### src/rtl/expu_pkg.sv
// rtl/expu_pkg.sv - shared types and constants for the exp-unit scale/split stage
package expu_pkg;

    localparam int BF16_BIAS = 127;
    // |x| >= 2^E_SAT always leaves the finite BF16 range, so no shift is attempted
    localparam int E_SAT = 7;
    localparam logic [32:0] LOG2E_Q32 = 33'h1_7154_7652;

    typedef struct packed {
        logic       sign;
        logic [7:0] exp;
        logic [6:0] mant;
    } bf16_t;

    typedef enum logic [1:0] {
        CLS_ZERO,
        CLS_NORMAL,
        CLS_INF,
        CLS_NAN
    } op_class_t;

    function automatic logic [32:0] log2e_const(input int frac);
        return LOG2E_Q32 >> (32 - frac);
    endfunction

endpackage

### src/rtl/expu_pipe_stage.sv
// rtl/expu_pipe_stage.sv - one elastic register slice with valid/ready and flush
module expu_pipe_stage #(
    parameter int W = 8
) (
    input  logic         clk_i,
    input  logic         rst_i,
    input  logic         clear_i,
    input  logic         valid_i,
    output logic         ready_o,
    input  logic [W-1:0] data_i,
    output logic         valid_o,
    input  logic         ready_i,
    output logic [W-1:0] data_o
);

    logic         r_valid;
    logic [W-1:0] r_data;

    assign ready_o = ~r_valid | ready_i;
    assign valid_o = r_valid;
    assign data_o  = r_data;

    always_ff @(posedge clk_i or posedge rst_i) begin
        if (rst_i) begin
            r_valid <= 1'b0;
            r_data  <= '0;
        end else if (clear_i) begin
            r_valid <= 1'b0;
        end else if (ready_o) begin
            r_valid <= valid_i;
            if (valid_i) begin
                r_data <= data_i;
            end
        end
    end

endmodule

### src/rtl/expu_scale_split.sv
// rtl/expu_scale_split.sv - y = x*log2(e) split into biased exponent and fraction
module expu_scale_split
    import expu_pkg::*;
#(
    parameter int FRACTION       = 7,
    parameter int LOG2E_FRACTION = 8,
    parameter int EXP_BITS       = 8,
    parameter int MANT_BITS      = 7
) (
    input  logic                          clk_i,
    input  logic                          rst_i,
    input  logic                          clear_i,
    input  logic                          valid_i,
    output logic                          ready_o,
    input  logic [EXP_BITS+MANT_BITS:0]   op_i,
    output logic                          valid_o,
    input  logic                          ready_i,
    output logic [EXP_BITS-1:0]           exponent_o,
    output logic [FRACTION-1:0]           mantissa_o,
    output logic                          underflow_o,
    output logic                          overflow_o,
    output logic                          nan_o
);

    localparam int OP_W  = 1 + EXP_BITS + MANT_BITS;
    localparam int SIG_W = MANT_BITS + 1;
    localparam int L_W   = LOG2E_FRACTION + 1;
    localparam int P_W   = SIG_W + L_W;
    localparam int E_W   = EXP_BITS + 1;
    localparam int SH_W  = E_W + 1;
    localparam int MAG_W = P_W + E_SAT;
    localparam int V_W   = MAG_W + 1;
    localparam int S1_W  = P_W + 1 + E_W + 2;
    localparam int S2_W  = EXP_BITS + FRACTION + 3;
    // P carries MANT_BITS+LOG2E_FRACTION fraction bits; this is the shift down to FRACTION
    localparam int RSH   = MANT_BITS + LOG2E_FRACTION - FRACTION;

    localparam logic [L_W-1:0]        LOG2E     = L_W'(log2e_const(LOG2E_FRACTION));
    localparam logic signed [E_W-1:0] E_SAT_S   = E_W'(E_SAT);
    localparam logic signed [V_W-1:0] BIAS_S    = V_W'(BF16_BIAS);
    localparam logic signed [V_W-1:0] EXP_MAX_S = V_W'((1 << EXP_BITS) - 1);

    logic                 w_sign;
    logic [EXP_BITS-1:0]  w_exp;
    logic [MANT_BITS-1:0] w_mant;
    logic [P_W-1:0]       w_p;
    logic [E_W-1:0]       w_e;
    op_class_t            w_cls;
    logic [S1_W-1:0]      w_s1_in;
    logic [S1_W-1:0]      w_s1_data;
    logic                 w_v1;
    logic                 w_s2_ready;

    assign w_sign = op_i[OP_W-1];
    assign w_exp  = op_i[OP_W-2:MANT_BITS];
    assign w_mant = op_i[MANT_BITS-1:0];

    always_comb begin
        w_cls = CLS_NORMAL;
        w_p   = P_W'({1'b1, w_mant}) * P_W'(LOG2E);
        w_e   = {1'b0, w_exp} - E_W'(BF16_BIAS);
        if (w_exp == '0) begin
            w_cls = CLS_ZERO;
            w_p   = '0;
            w_e   = '0;
        end else if (&w_exp) begin
            w_cls = (|w_mant) ? CLS_NAN : CLS_INF;
        end
    end

    assign w_s1_in = {w_p, w_sign, w_e, w_cls};

    expu_pipe_stage #(.W(S1_W)) u_stage1 (
        .clk_i   (clk_i),
        .rst_i   (rst_i),
        .clear_i (clear_i),
        .valid_i (valid_i),
        .ready_o (ready_o),
        .data_i  (w_s1_in),
        .valid_o (w_v1),
        .ready_i (w_s2_ready),
        .data_o  (w_s1_data)
    );

    logic [P_W-1:0]          w_s1_p;
    logic                    w_s1_sign;
    logic signed [E_W-1:0]   w_s1_e;
    op_class_t               w_s1_cls;
    logic [SH_W-1:0]         w_shamt;
    logic [SH_W-1:0]         w_neg_sh;
    logic [MAG_W-1:0]        w_mag;
    logic signed [V_W-1:0]   w_val;
    logic signed [V_W-1:0]   w_floor;
    logic signed [V_W-1:0]   w_biased;
    logic [EXP_BITS-1:0]     w_exp_o;
    logic [FRACTION-1:0]     w_mant_o;
    logic                    w_un;
    logic                    w_ov;
    logic                    w_nan;
    logic [S2_W-1:0]         w_s2_data;

    assign w_s1_p    = w_s1_data[S1_W-1 -: P_W];
    assign w_s1_sign = w_s1_data[E_W+2];
    assign w_s1_e    = w_s1_data[E_W+1:2];
    assign w_s1_cls  = op_class_t'(w_s1_data[1:0]);

    always_comb begin
        w_shamt  = {w_s1_e[E_W-1], w_s1_e} - SH_W'(RSH);
        w_neg_sh = -w_shamt;
        if (w_shamt[SH_W-1]) begin
            w_mag = MAG_W'(w_s1_p) >> w_neg_sh;
        end else begin
            w_mag = MAG_W'(w_s1_p) << w_shamt;
        end
        w_val    = w_s1_sign ? -$signed({1'b0, w_mag}) : $signed({1'b0, w_mag});
        w_floor  = w_val >>> FRACTION;
        w_biased = w_floor + BIAS_S;
    end

    always_comb begin
        w_exp_o  = '0;
        w_mant_o = '0;
        w_un     = 1'b0;
        w_ov     = 1'b0;
        w_nan    = 1'b0;
        case (w_s1_cls)
            CLS_ZERO: w_exp_o = EXP_BITS'(BF16_BIAS);
            CLS_NAN:  w_nan   = 1'b1;
            CLS_INF: begin
                w_un = w_s1_sign;
                w_ov = ~w_s1_sign;
            end
            default: begin
                if (w_s1_e >= E_SAT_S) begin
                    w_un = w_s1_sign;
                    w_ov = ~w_s1_sign;
                end else if (w_biased >= EXP_MAX_S) begin
                    w_ov = 1'b1;
                end else if (w_biased[V_W-1] || (w_biased == '0)) begin
                    w_un = 1'b1;
                end else begin
                    w_exp_o  = w_biased[EXP_BITS-1:0];
                    w_mant_o = w_val[FRACTION-1:0];
                end
            end
        endcase
    end

    expu_pipe_stage #(.W(S2_W)) u_stage2 (
        .clk_i   (clk_i),
        .rst_i   (rst_i),
        .clear_i (clear_i),
        .valid_i (w_v1),
        .ready_o (w_s2_ready),
        .data_i  ({w_exp_o, w_mant_o, w_un, w_ov, w_nan}),
        .valid_o (valid_o),
        .ready_i (ready_i),
        .data_o  (w_s2_data)
    );

    assign {exponent_o, mantissa_o, underflow_o, overflow_o, nan_o} = w_s2_data;

endmodule

### config.mk
export PLATFORM = sky130hd
export DESIGN_NAME = expu_scale_split
export DESIGN_NICKNAME = d
export VERILOG_FILES = /design/src/rtl/expu_pkg.sv /design/src/rtl/expu_pipe_stage.sv /design/src/rtl/expu_scale_split.sv
export SDC_FILE = /design/constraint.sdc
export NUM_CORES = 1
export LEC_CHECK = 0
export ABC_CLOCK_PERIOD_IN_PS = 8600
export BUFFER_PORTS_ARGS = -buffer_cell sky130_fd_sc_hd__buf_2
export CAP_MARGIN = 30
export CORE_UTILIZATION = 45
export CTS_CLUSTER_SIZE = 40
export DETAILED_ROUTE_END_ITERATION = 10
export GPL_ROUTABILITY_DRIVEN = 1
export MAX_ROUTING_LAYER = met4
export PLACE_DENSITY_LB_ADDON = 0.15
export SLEW_MARGIN = 0
export SYNTH_ARGS = -nofsm -noshare
export SYNTH_HDL_FRONTEND = slang
export SYNTH_SLANG_ARGS = --single-unit
### constraint.sdc
create_clock -name clk_i -period 8.6 [get_ports clk_i]
set_clock_uncertainty 0.1 [all_clocks]
set_input_delay 1.72 -clock clk_i [delete_from_list [all_inputs] [get_ports clk_i]]
set_output_delay 1.72 -clock clk_i [all_outputs]
set_load 0.1 [all_outputs]
==> results.cfg <==
[outcome]
status = completed

[logic_synthesis]
synth_top_area_frac = 0.163
syn_nets = 969
netlist_area_um2 = 7540
synth_top_family_by_area = compound AO/OA/AOI/OAI gates
avgSynthCellArea_um2 = 8.52
synth_xor_area_frac = 0.0685
ys_seq_area_frac = 0.163
synthFlopType = dfrtp_1
synthesis.instances = 885
synth-async-reset-ratio = 1.00
synth_compound_area_frac = 0.249
synthAdderAreaFrac = 0.115
synth_seq_cells = 49
synth_cell_types = 93
yosys.area_share.simple = 0.179
synth_area_leaders = dfrtp_1 (16%), ha_1 (8.6%), mux4_2 (6.3%), mux2i_1 (4.5%), xnor2_1 (4.1%)
synth_edf_count = 0
yosysWarnings = 0
yosysTopAreaCell = dfrtp_1
muxShareOfSynthArea = 0.144

[layout]
final_common_cell = nand2_1
mostFrequentLayoutCells = nand2_1 (66), inv_1 (57), nor2_1 (57)
syn_to_final_growth_pct = 4.99
fin_nets = 962
instances_no_fill = 1095
antennaDiodeCount = 0
drive_gt1_frac = 0.172

[sta]
hold_viol = 0
grt_setup_unrepaired = false
finalSetupViolCount = 0
tightest_slew_ns = 0.908
hold_slack_ns = 0.389
setup_tns_ns = 0
period_share = 0.807
slew_viol_final = 0
timing.final.ws_setup_ns = 1.66
min_period_ns = 6.94
slew-limit-headroom = 0.387
clock.fmax_ghz = 0.144

[place]
dp_slack_ns = 1.78
dpl.hpwl_mm = 16.8
io_buffers = 40
gp_congestion = 0.995
dp.cells = 1087

[clocking]
cts_sinks = 49
clockBufferDepth = 2
clock-root-buffer = clkbuf_16
htree_levels = 2
post_cts_buffers = 0
cts_tree = built
postCtsHoldBufs = 0
path_clk_slew_ns = 0.08
insertion_delay_ns = 0.30
post_cts_resized = 0
cts_buffers = 5

[grt]
grt_use_met2 = 0.386
grt_pass1_vias = 6583
grt_usage = 0.262
antenna_found_initial = 0
gr-total-overflow = 0
busiest_layer = met2
use_met3 = 0.0316
grtUsageMet1 = 0.376
grt_max_degree = 69
grt_pass1_wl_mm = 35.6

[critical_path]
reg2reg_to = u_stage2.data_o[16]$_DFFE_PP0P_
rrSetupSlack_ns = 1.66
worstRegToRegCells = 21
cp_data_required_time_ns = 8.74
endpoint = u_stage2.data_o[16]$_DFFE_PP0P_
crit_fanout = 26
criticalPathCategory = flip-flop to flip-flop
rr_startpoint = u_stage1.data_o[2]$_DFFE_PP0P_
critPathArrivalTime_ns = 7.08
critical_path.startpoint = u_stage1.data_o[2]$_DFFE_PP0P_
cp-end-kind = flip-flop
cp-start-kind = flip-flop

[detailed_routing]
ant_nets = 0
dr.pass1.iters = 5
dr.first_iter.drc_count = 777
route.vias.total = 6982
vias_per_cell = 6.38
drt_wl_total_mm = 21.8
wl_per_cell_um = 19.9
drc = 0

[power_and_ir_drop]
fin_total_pwr_mw = 2.02
leakage_nw = 3.35
ir_worst_vdd_uv = 123
p_per_area_nw_per_um2 = 255

[floorplan]
design.core.area_um2 = 16100
rows = 46
ios = 41
die-area_um2 = 17300
start_util = 0.468
fp.dieW_um = 131
chipHeight_um = 131

[hold_path]
holdPathStages = 2
hold_path_class = flip-flop to flip-flop
min_from = u_stage2.data_o[17]$_DFFE_PP0P_

[job]
cap_violations = 0
-- report_power, final --
group	switching (mW)	internal (mW)	leakage (nW)	total [mW]
Clock	0.0942	0.138	0.0800	0.232
Combinational	0.847	0.542	2.65	1.39
Sequential	0.118	0.283	0.621	0.401
-- routing by layer --
layer  share of wire  vias to the layer above
met5               0                        -
met4           0.025                        0
met3           0.072                       43
met2            0.44                      279
met1            0.47                     3373
li1                -                     3287
-- Yosys cell counts (23+ instances only) --
master,instances
a22o_1,28
inv_1,58
nand3_1,25
mux2i_1,34
o21ai_0,41
a21oi_1,39
nor3_1,23
nor2_1,57
dfrtp_1,49
mux2_2,23
xnor2_1,35
clkbuf_1,38
nand2_1,66
ha_1,52
-- layout make-up --
| type | count | area (um^2) |
|---|---|---|
| fillers | 1574 | 8200 |
| multi-input cells | 708 | 5710 |
| well taps | 216 | 270 |
| flip-flops and latches | 49 | 1230 |
| inverters | 59 | 221 |
| repair buffers | 55 | 320 |
| clock inverters | 3 | 46.3 |
| clock buffers | 5 | 125 |
-- worst min path at each step --
stage | slack, ns | end
finish | 0.39 | u_stage2.data_o[17]$_DFFE_PP0P_
global route | 0.42 | u_stage2.data_o[17]$_DFFE_PP0P_
CTS | 0.39 | u_stage2.data_o[7]$_DFFE_PP0P_
detailed placement | 0.37 | u_stage2.data_o[7]$_DFFE_PP0P_
global placement | 0.36 | u_stage2.data_o[0]$_DFFE_PP0P_
floorplan | 0.40 | u_stage2.valid_o$_DFFE_PP0P_
-- flip-flops by register name, summed over array words and instances, names as in the netlist --
register,count
u_stage1.data_o,29
u_stage1.valid_o,1
u_stage2.data_o,18
u_stage2.valid_o,1
-- cells by family (layout without fill, tap and decap cells) --
group | after synthesis | in the layout
adders and majority gates | 63 | 63
muxes | 79 | 79
buffers and inverters | 128 | 122
DFF | 49 | 49
AOI/OAI and AO/OA | 253 | 253
and+or+nand+nor | 257 | 257
xor gates and xnor gates | 56 | 56
-- critical path, stage by stage (launching register included) --
cell and delay [ns]:
dfrtp_2 0.41, inv_1 0.43, ha_1 0.47, buf_4 0.37
mux2i_1 0.31, mux2_2 0.21, o211a_1 0.16, a21oi_1 0.07
o211ai_1 0.48, ha_1 0.30, inv_1 0.05, a211oi_1 0.32
nand3_1 0.35, o21ai_0 0.50, xor2_1 0.38, nand2_1 0.17
nor4_1 0.51, and2_1 0.24, a41o_2 0.21, nand4_2 0.24
nor3b_4 0.40, a221o_1 0.21
-- through the flow --
stage	area, um^2	util
final	7920	0.491
after global routing	7920	0.491
after CTS	7920	0.491
after detailed placement	7740	0.481
after global placement	7730	0.480
after floorplan	7540	-
Power figures use the tool's default switching activity.
